===== config.mk =====
export PLATFORM = sky130hd
export DESIGN_NAME = hls_invocation_sequencer
export DESIGN_NICKNAME = d
export VERILOG_FILES = /design/src/rtl/hls_seq_pkg.sv /design/src/rtl/hls_ts_fifo.sv /design/src/rtl/hls_invocation_sequencer.sv
export SDC_FILE = /design/constraint.sdc
export NUM_CORES = 1
export LEC_CHECK = 0
export CAP_MARGIN = 20
export CORE_MARGIN = 2
export CORE_UTILIZATION = 55
export CTS_BUF_LIST = sky130_fd_sc_hd__clkbuf_2
export DETAILED_ROUTE_END_ITERATION = 8
export DONT_BUFFER_PORTS = 1
export PLACE_DENSITY = 0.66
export RECOVER_POWER = 100
export SLEW_MARGIN = 5
export SYNTH_ARGS = -nofsm -noshare
export SYNTH_HDL_FRONTEND = slang
export SYNTH_HIERARCHICAL = 1
export SYNTH_SLANG_ARGS = --single-unit

===== constraint.sdc =====
create_clock -name clock -period 8.3 [get_ports clock]
set_input_delay 1.66 -clock clock [delete_from_list [all_inputs] [get_ports clock]]
set_output_delay 1.66 -clock clock [all_outputs]
set_load 0.1 [all_outputs]

===== src/rtl/hls_seq_pkg.sv =====
// Shared types and constants for the HLS invocation sequencer.
package hls_seq_pkg;

  // Pointer width for a FIFO of the given depth; never narrower than one bit.
  function automatic int seq_ptr_w(input int depth);
    return (depth < 2) ? 1 : $clog2(depth);
  endfunction

  localparam int SEQ_CNT_W   = 16;
  localparam int SEQ_TS_W    = 32;
  localparam int SEQ_MAX_OUT = 4;
  localparam int SEQ_PTR_W   = seq_ptr_w(SEQ_MAX_OUT);

  typedef enum logic [1:0] {
    IDLE  = 2'd0,
    ISSUE = 2'd1,
    DRAIN = 2'd2,
    FIN   = 2'd3
  } seq_state_e;

  // Latency statistics at the default widths.
  typedef struct packed {
    logic [SEQ_TS_W-1:0]           min_lat;
    logic [SEQ_TS_W-1:0]           max_lat;
    logic [SEQ_TS_W+SEQ_CNT_W-1:0] sum_lat;
  } lat_stats_t;

endpackage


===== src/rtl/hls_ts_fifo.sv =====
// Synchronous timestamp FIFO. Push and pop may happen in the same cycle,
// including when full; count reports current occupancy.
module hls_ts_fifo
  import hls_seq_pkg::*;
#(
  parameter int DEPTH = 4,
  parameter int WIDTH = 32,
  localparam int PTR_W = seq_ptr_w(DEPTH)
) (
  input  logic             clock,
  input  logic             reset,
  input  logic             push,
  input  logic [WIDTH-1:0] push_data,
  input  logic             pop,
  output logic [WIDTH-1:0] pop_data,
  output logic [PTR_W:0]   count,
  output logic             empty
);

  localparam logic [PTR_W:0] FULL_CNT = DEPTH[PTR_W:0];

  logic [WIDTH-1:0] r_mem [DEPTH];
  logic [PTR_W-1:0] r_wr_ptr;
  logic [PTR_W-1:0] r_rd_ptr;
  logic [PTR_W:0]   r_count;
  logic             w_full;
  logic             w_do_push;
  logic             w_do_pop;

  assign w_full    = (r_count == FULL_CNT);
  assign empty     = (r_count == '0);
  // A full FIFO still accepts a push when the same cycle pops.
  assign w_do_push = push && (!w_full || pop);
  assign w_do_pop  = pop && !empty;
  assign pop_data  = r_mem[r_rd_ptr];
  assign count     = r_count;

  // Storage write; contents need no reset since occupancy gates every read.
  always_ff @(posedge clock) begin
    if (w_do_push) begin
      r_mem[r_wr_ptr] <= push_data;
    end
  end

  // Pointer and occupancy bookkeeping.
  always_ff @(posedge clock) begin
    if (reset) begin
      r_wr_ptr <= '0;
      r_rd_ptr <= '0;
      r_count  <= '0;
    end else begin
      if (w_do_push) r_wr_ptr <= r_wr_ptr + 1'b1;
      if (w_do_pop)  r_rd_ptr <= r_rd_ptr + 1'b1;
      case ({w_do_push, w_do_pop})
        2'b10:   r_count <= r_count + 1'b1;
        2'b01:   r_count <= r_count - 1'b1;
        default: r_count <= r_count;
      endcase
    end
  end

endmodule


===== src/rtl/hls_invocation_sequencer.sv =====
// Drives an HLS kernel's ap_ctrl block handshake for a programmed number of
// invocations, keeping up to MAX_OUT in flight and collecting latency stats.
//
// Handshake: ap_start is a valid that depends only on registered state; a start
// is consumed in any cycle where ap_start && ap_ready at the rising edge. ap_done
// is a single-cycle completion pulse with no back-pressure; completions are
// matched to starts in order through the timestamp FIFO. ap_continue mirrors busy.
module hls_invocation_sequencer
  import hls_seq_pkg::*;
#(
  parameter int CNT_W   = SEQ_CNT_W,
  parameter int TS_W    = SEQ_TS_W,
  parameter int MAX_OUT = SEQ_MAX_OUT
) (
  input  logic                  clock,
  input  logic                  reset,
  input  logic                  cfg_start,
  input  logic [CNT_W-1:0]      cfg_count,
  output logic                  busy,
  output logic                  all_done,
  output logic                  ap_start,
  input  logic                  ap_ready,
  input  logic                  ap_done,
  output logic                  ap_continue,
  output logic [CNT_W-1:0]      stat_issued,
  output logic [CNT_W-1:0]      stat_completed,
  output logic [TS_W-1:0]       stat_min_lat,
  output logic [TS_W-1:0]       stat_max_lat,
  output logic [TS_W+CNT_W-1:0] stat_sum_lat,
  output logic                  err_spurious,
  output logic [1:0]            dbg_state
);

  localparam int             PTR_W   = seq_ptr_w(MAX_OUT);
  localparam logic [PTR_W:0] MAX_CNT = MAX_OUT[PTR_W:0];

  seq_state_e              r_state;
  seq_state_e              w_state_nxt;
  logic [CNT_W-1:0]        r_count;
  logic [CNT_W-1:0]        r_issued;
  logic [CNT_W-1:0]        r_completed;
  logic [TS_W-1:0]         r_ts;
  logic [TS_W-1:0]         r_min;
  logic [TS_W-1:0]         r_max;
  logic [TS_W+CNT_W-1:0]   r_sum;
  logic                    r_err;
  logic                    r_all_done;

  logic [TS_W-1:0]         w_pop_ts;
  logic [TS_W-1:0]         w_lat;
  logic [PTR_W:0]          w_outstanding;
  logic                    w_empty;
  logic                    w_cfg_accept;
  logic                    w_accept;
  logic                    w_active;
  logic                    w_done_valid;
  logic                    w_done_spur;

  // In-flight start timestamps, oldest first.
  hls_ts_fifo #(
    .DEPTH (MAX_OUT),
    .WIDTH (TS_W)
  ) u_ts_fifo (
    .clock     (clock),
    .reset     (reset),
    .push      (w_accept),
    .push_data (r_ts),
    .pop       (w_done_valid),
    .pop_data  (w_pop_ts),
    .count     (w_outstanding),
    .empty     (w_empty)
  );

  assign w_cfg_accept = cfg_start && (r_state == IDLE);
  assign w_active     = (r_state == ISSUE) || (r_state == DRAIN);
  assign ap_start     = (r_state == ISSUE) && (r_issued < r_count) &&
                        (w_outstanding < MAX_CNT);
  assign w_accept     = ap_start && ap_ready;
  assign w_done_valid = ap_done && w_active && !w_empty;
  assign w_done_spur  = ap_done && w_active && w_empty;
  // Modular subtraction keeps latency correct across a timestamp wrap.
  assign w_lat        = r_ts - w_pop_ts;

  assign busy           = (r_state != IDLE);
  assign ap_continue    = busy;
  assign all_done       = r_all_done;
  assign stat_issued    = r_issued;
  assign stat_completed = r_completed;
  assign stat_min_lat   = r_min;
  assign stat_max_lat   = r_max;
  assign stat_sum_lat   = r_sum;
  assign err_spurious   = r_err;
  assign dbg_state      = r_state;

  // Free-running timestamp, cleared only by reset.
  always_ff @(posedge clock) begin
    if (reset) r_ts <= '0;
    else       r_ts <= r_ts + 1'b1;
  end

  // Run sequencing: issue all starts, wait for all completions, then finish.
  always_comb begin
    w_state_nxt = r_state;
    case (r_state)
      IDLE: begin
        if (cfg_start) w_state_nxt = (cfg_count == '0) ? FIN : ISSUE;
      end
      ISSUE: begin
        if (w_accept && (r_issued + 1'b1 == r_count)) w_state_nxt = DRAIN;
      end
      DRAIN: begin
        // FIN is entered together with the final stats update.
        if (w_done_valid && (r_completed + 1'b1 == r_count)) w_state_nxt = FIN;
      end
      FIN: begin
        w_state_nxt = IDLE;
      end
      default: begin
        w_state_nxt = IDLE;
      end
    endcase
  end

  // State register.
  always_ff @(posedge clock) begin
    if (reset) r_state <= IDLE;
    else       r_state <= w_state_nxt;
  end

  // Completion pulse lands the cycle after FIN, together with busy falling.
  always_ff @(posedge clock) begin
    if (reset) r_all_done <= 1'b0;
    else       r_all_done <= (r_state == FIN);
  end

  // Run counters, latency statistics and the sticky spurious-done flag.
  always_ff @(posedge clock) begin
    if (reset) begin
      r_count     <= '0;
      r_issued    <= '0;
      r_completed <= '0;
      r_min       <= '1;
      r_max       <= '0;
      r_sum       <= '0;
      r_err       <= 1'b0;
    end else if (w_cfg_accept) begin
      r_count     <= cfg_count;
      r_issued    <= '0;
      r_completed <= '0;
      r_min       <= '1;
      r_max       <= '0;
      r_sum       <= '0;
      r_err       <= 1'b0;
    end else begin
      if (w_accept) r_issued <= r_issued + 1'b1;
      if (w_done_valid) begin
        r_completed <= r_completed + 1'b1;
        r_sum       <= r_sum + {{CNT_W{1'b0}}, w_lat};
        if (w_lat < r_min) r_min <= w_lat;
        if (w_lat > r_max) r_max <= w_lat;
      end
      if (w_done_spur) r_err <= 1'b1;
    end
  end

endmodule


==> out/metrics.csv, run 1 <==
stage,metric,value,unit
setup_path,reg2reg_depth,19,
setup_path,cp_slowest_cell,dfxtp_2,
floorplan,start_util,56.0,%
final_layout,area_growth,6.93,%
global_route,antenna_found_initial,1,
synth,synth_edf_count,128,
final_layout,final_area,20100,um2
clocking,cts_sinks,333,
clocking,post_cts_buffers,0,
setup_path,critical-path-top-delay-family,compound AO/OA/AOI/OAI gates,
final_layout,multi_input_area,10000,um2
clocking,numCtsBuffers,89,
clocking,clockRootBuffer,clkbuf_2,
place,gp_congestion,0.907,
floorplan,die_y,189,um
synth,yosysTopAreaCellShare,21.8,%
final_layout,finalNetCount,2179,
route,viasPerCell,5.76,
synth,yosysWarnings,6,
place,post_dp_cell_area,19400,um2
sta,hold_violations,0,
global_route,track_usage,26.5,%
setup_path,slowest_delay,0.76,ns
floorplan,rows,67,
route,wl,47300,um
clocking,htree_levels,3,
setup_path,critPathBufInv,4,
sta,holdWs,0.497,ns
synth,yosysTopAreaCell,dfxtp_1,
outcome,status,"complete, but fails checks",
sta,min_period_over_period,92.3,%
place,port_buffers,0,
clocking,cts.clk_slew.worst_paths,0.10,ns
global_route,grt_pass1_vias,14100,
power_and_ir_drop,ir_drop,142,uV
sta,slew_headroom,-128,%
clocking,cts_buffer_depth,3,
sta,worstMarginPinSlew,3.42,ns
setup_path,path_cells,buf_4 > mux4_2 > inv_1 > ha_1 > a2111o_1 > o211ai_1 > a41oi_1 > o21ai_0 > nor2_1 > a211oi_1 > inv_1 > ha_1 > nand4_1 > nor4_1 > o31ai_1 > a31oi_4 > buf_4 > mux2i_1 > nor2_1,
route,vias,14500,
run,max_cap_viol_count,20,
setup_path,timing.rr.end,stat_max_lat[5]$_SDFFE_PP0P_,
final_layout,register_area,7950,um2
power_and_ir_drop,power,4.01,mW
setup_path,cp-start-kind,flop,
route,ant_nets,0,
place,place_hpwl,34500,um
clocking,cts_resized,0,
global_route,grt_overflow_total,0,
hold_path,hold_path_class,reg -> reg,
floorplan,die_area,35700,um2
sta,period_minus_slack,7.66,ns
clocking,cts_tree,done,
setup_path,cp.required,8.97,ns
power_and_ir_drop,power_density,199,nW/um2
power_and_ir_drop,power_leakage,8.29,nW
synth,synthFlopType,dfxtp_1,
clocking,clkLatencyLatePin,0.99,ns
setup_path,arrival,8.33,ns
synth,synth_fp_nets,2115,
sta,fmax,131,MHz
final_layout,fin_cells,2522,
sta,setup_tns,0,ns
clocking,cts_hold_repair.buffers,0,
synth,yosysUniqueCellTypes,79,
route,drc,0,
sta,maxSlewViolCount,454,
synth,postSynthAreaPerCell,9.72,um2
sta,rsz0062_at_grt,false,
synth,async_reset_ff_share,0,%
synth,ys_seq_area_share,42.2,%
final_layout,n_fill_cell,3014,
final_layout,drive_above_1_share,9.60,%
final_layout,mostFrequentLayoutCell,dfxtp_1,
floorplan,pin_count,172,
route,drt_iter0_markers,938,
floorplan,dieWidth,189,um
route,wl_per_cell,18.7,um
sta,skew,0.0885,ns
global_route,grt_pass1_wl,75400,um
outcome,failed_checks,"capacitance limit, slew limit",
hold_path,hold-path-cell-count,2,
setup_path,cp-end-kind,flop,
synth,synth_area_leaders,"dfxtp_1, edfxtp_1, ha_1",
place,dp.cells,2353,
setup_path,critPathMaxFanout,19,
synth,post_synth_instance_area,18800,um2
sta,setup_violations,0,
route,first_pass_iters,7,
synth,ys_ff_latch,333,
setup_path,rrSetupSlack,0.64,ns
global_route,grt_max_degree,71,
final_layout,layout_common_cells,"dfxtp_1, nand2_1, ha_1, nor2_1, inv_1",
hold_path,min_from,u_ts_fifo/r_rd_ptr[1]$_SDFFE_PP0P_,
synth,syn_inst,1936,
floorplan,core-area,33600,um2
setup_path,path_class,reg -> reg,
[area by class of cell]
type | count | area share (%)
clock buffer | 127 | 3.16
sequential | 333 | 39.5
clock inverter | 37 | 1.04
inverter | 142 | 2.65
antenna | 1 | 0.0124
timing repair buffer | 40 | 0.982
multi-input combinational | 1394 | 49.9
tap | 448 | 2.79
[Yosys cell counts, types with 29 or more instances]
master and number:
a21o_1 45, clkbuf_1 37, mux2i_1 59, nand2_1 197
nand3_1 56, nand4_1 37, nor2_1 154, dfxtp_1 205
o21ai_0 64, ha_1 155, and3_1 29, a21oi_1 134
nor3_1 33, inv_1 141, mux4_2 32, xor2_1 64
edfxtp_1 128, xnor2_1 90
[metrics by stage]
| stage | setup slack, ns | utilization, % |
|---|---|---|
| finish | 0.642 | 59.9 |
| global route | 0.155 | 59.9 |
| CTS | 0.615 | 60.2 |
| detailed placement | 0.708 | 57.7 |
| global placement | 0.741 | 57.7 |
| floorplan | 1.49 | - |
[logic make-up after synthesis]
kind of cell	share of synthesized area (%)
AND/OR/NAND/NOR	15.4
AO/OA/AOI/OAI	13.0
flip-flops	42.2
buffers and inverters	4.53
adder cells (fa/ha/maj)	10.6
XOR/XNOR	7.17
multiplexers	7.05
[power by group]
group / switching [mW] / internal (mW) / leakage [nW]
Combinational: 0.597 / 0.308 / 4.84
Clock: 0.692 / 0.479 / 0.614
Sequential: 0.181 / 1.75 / 2.84
[routing by layer]
metal	part of all wire [%]	global-route usage [%]
met3	6.8	6.43
met1	45	35.4
met5	0	0
met4	3.3	10.9
met2	44	41.5
[worst min-delay path, stage by stage (launching register included)]
cell	delay, ns
dfxtp_1	0.31
o21ai_0	0.06
a21oi_1	0.08
[registers in the layout, summed over array words and instances, names as in the netlist, named ones only]
register	count
dbg_state	2
stat_max_lat	32
r_count	16
stat_min_lat	32
u_ts_fifo/r_rd_ptr	2
stat_issued	16
all_done	1
err_spurious	1
u_ts_fifo/count	3
stat_completed	16
r_ts	32
u_ts_fifo/r_wr_ptr	2
u_ts_fifo/r_mem	128
stat_sum_lat	48
[worst max-delay path by stage]
stage	start	end	slack (ns)	depth (start not counted)
after floorplan	stat_issued[10]$_SDFFE_PP0P_	ap_start	1.49	6
after global placement	flop	stat_max_lat[2]$_SDFFE_PP0P_	0.74	19
after detailed placement	flop	stat_max_lat[11]$_SDFFE_PP0P_	0.71	19
after CTS	flop	stat_max_lat[5]$_SDFFE_PP0P_	0.61	19
after global routing	flop	stat_max_lat[3]$_SDFFE_PP0P_	0.16	19
final	flop	stat_max_lat[5]$_SDFFE_PP0P_	0.64	19
Power figures use the tool's default switching activity.
==> inputs of run 2 (changes only) <==
CAP_MARGIN = 10   (was 20)
==> out/metrics.csv, run 2 (synthesis results as in run 1) <==
stage,metric,value,unit,change
setup_path,cp_slowest_cell,dfxtp_2,,unchanged
global_route,grtUsageMet1,35.4,%,unchanged
sta,worstMarginPinSlew,3.42,ns,about the same
run,max_cap_viol_count,21,,was 20
final_layout,finalNetCount,2175,,was 2179
clocking,clkLatencyLatePin,0.99,ns,about the same
route,ant_nets,0,,unchanged
setup_path,rrSetupSlack,0.65,ns,was 0.64 ns
route,viasPerCell,5.76,,about the same
place,gp_congestion,0.907,,unchanged
final_layout,n_fill_cell,3016,,was 3014
route,wl_per_cell,18.8,um,was 18.7 um
route,drc,0,,unchanged
final_layout,drive_above_1_share,9.62,%,was 9.60%
global_route,grt_pass1_vias,14100,,unchanged
final_layout,top_register,u_ts_fifo/r_mem,,unchanged
setup_path,critPathBufInv,4,,unchanged
final_layout,multi_input_area,10000,um2,unchanged
floorplan,die_area,35700,um2,unchanged
floorplan,die_y,189,um,unchanged
clocking,cts_hold_repair.buffers,0,,unchanged
clocking,clockRootBuffer,clkbuf_2,,unchanged
floorplan,core-area,33600,um2,unchanged
sta,period_minus_slack,7.65,ns,was 7.66 ns
setup_path,cp.required,8.97,ns,about the same
clocking,cts_resized,0,,unchanged
route,vias,14500,,about the same
final_layout,final_area,20100,um2,about the same
final_layout,area_growth,6.85,%,was 6.93%
power_and_ir_drop,power_density,200,nW/um2,was 199 nW/um2
global_route,track_usage,26.5,%,unchanged
clocking,cts.clk_slew.worst_paths,0.10,ns,about the same
global_route,met3_usage,6.43,%,unchanged
final_layout,layout_common_cells,"dfxtp_1, nand2_1, ha_1, nor2_1, inv_1",,unchanged
setup_path,critical-path-top-delay-family,compound AO/OA/AOI/OAI gates,,unchanged
outcome,status,"complete, but fails checks",,unchanged
sta,slew_headroom,-128,%,about the same
floorplan,pin_count,172,,unchanged
place,dp_slack,0.708,ns,unchanged
sta,rsz0062_at_grt,false,,unchanged
route,first_pass_iters,7,,unchanged
clocking,cts_tree,done,,unchanged
floorplan,dieWidth,189,um,unchanged
global_route,antenna_found_initial,1,,unchanged
setup_path,slowest_delay,0.75,ns,was 0.76 ns
clocking,numCtsBuffers,89,,unchanged
final_layout,register_area,7950,um2,unchanged
global_route,grt_overflow_total,0,,unchanged
floorplan,rows,67,,unchanged
power_and_ir_drop,power_leakage,8.29,nW,about the same
power_and_ir_drop,ir_drop,142,uV,about the same
sta,holdWs,0.498,ns,was 0.497 ns
sta,maxSlewViolCount,460,,was 454
route,drt_iter0_markers,985,,was 938
clocking,post_cts_buffers,0,,unchanged
sta,skew,0.0936,ns,was 0.0885 ns
setup_path,cp-start-kind,flop,,unchanged
global_route,grt_max_degree,71,,unchanged
sta,setup_slack,0.649,ns,was 0.642 ns
sta,fmax,131,MHz,about the same
sta,setup_violations,0,,unchanged
sta,setup_tns,0,ns,unchanged
route,wl,47300,um,about the same
clocking,htree_levels,3,,unchanged
setup_path,path_cells,buf_4 > mux4_2 > inv_1 > ha_1 > a2111o_1 > o211ai_1 > a41oi_1 > o21ai_0 > nor2_1 > a211oi_1 > inv_1 > ha_1 > nand4_1 > nor4_1 > o31ai_1 > a31oi_4 > buf_4 > mux2i_1 > nor2_1,,unchanged
final_layout,mostFrequentLayoutCell,dfxtp_1,,unchanged
floorplan,start_util,56.0,%,unchanged
clocking,cts_sinks,333,,unchanged
place,port_buffers,0,,unchanged
place,post_dp_cell_area,19400,um2,unchanged
global_route,grt_pass1_wl,75400,um,unchanged
global_route,top_usage_layer,met2,,unchanged
sta,hold_violations,0,,unchanged
final_layout,largest_reg_flops,128,,unchanged
setup_path,critPathMaxFanout,19,,unchanged
setup_path,cp-end-kind,flop,,unchanged
hold_path,hold_path_class,reg -> reg,,unchanged
global_route,grt_use_met2,41.5,%,unchanged
setup_path,arrival,8.32,ns,was 8.33 ns
place,place_hpwl,34500,um,unchanged
outcome,failed_checks,"capacitance limit, slew limit",,unchanged
setup_path,path_class,reg -> reg,,unchanged
clocking,cts_buffer_depth,3,,unchanged
sta,min_period_over_period,92.2,%,was 92.3%
## run 2: cell types whose count changed in the layout (fill, tap and decap cells not counted), sizes merged
cell    change
clkbuf      -4
## run 2: through the flow
stage	cells	total power, mW	util [%]
2_1_floorplan	1936	2.65	-
3_3_place_gp	2353	2.86	57.7
3_5_place_dp	2353	2.88	57.7
4_1_cts	2517	4.06	60.2
5_1_grt	2518	4.24	59.8
6_report	2518	4.01	59.8
## run 2: layout make-up
type | instances | share of cell area [%]
flip-flops and latches | 333 | 39.5
repair buffers | 36 | 0.908
diodes | 1 | 0.0124
multi-input cells | 1394 | 49.9
clock buffers | 127 | 3.16
clock inverters | 37 | 1.05
well taps | 448 | 2.79
inverters | 142 | 2.65
## run 2: layer usage
| layer | vias to the layer above | share of wire [%] | wire (um) |
|---|---|---|---|
| li1 | 7127 | - | - |
| met1 | 6898 | 46 | 21700 |
| met2 | 379 | 45 | 21100 |
| met3 | 93 | 6.4 | 3030 |
| met4 | 0 | 3.2 | 1520 |
| met5 | - | 0 | 0 |
## run 2: final timing paths
kind | cells after the start | start | to
min | 2 | u_ts_fifo/r_rd_ptr[1]$_SDFFE_PP0P_ | flop
max | 19 | flop | stat_max_lat[5]$_SDFFE_PP0P_
min reg2reg | 2 | u_ts_fifo/r_rd_ptr[1]$_SDFFE_PP0P_ | flop
max reg2reg | 19 | flop | stat_max_lat[5]$_SDFFE_PP0P_
## run 2: worst reg2reg max path: stages, from the launching register on
cell and delay (ns):
dfxtp_2 0.75, buf_4 0.43, mux4_2 0.55, inv_1 0.08
ha_1 0.29, a2111o_1 0.46, o211ai_1 0.37, a41oi_1 0.26
o21ai_0 0.33, nor2_1 0.09, a211oi_1 0.51, inv_1 0.27
ha_1 0.40, nand4_1 0.13, nor4_1 0.70, o31ai_1 0.28
a31oi_4 0.73, buf_4 0.44, mux2i_1 0.24, nor2_1 0.06
## run 2: power breakdown
group	internal, mW	switching (mW)
clock	0.479	0.694
sequential	1.75	0.187
combinational	0.307	0.590
total	2.54	1.47
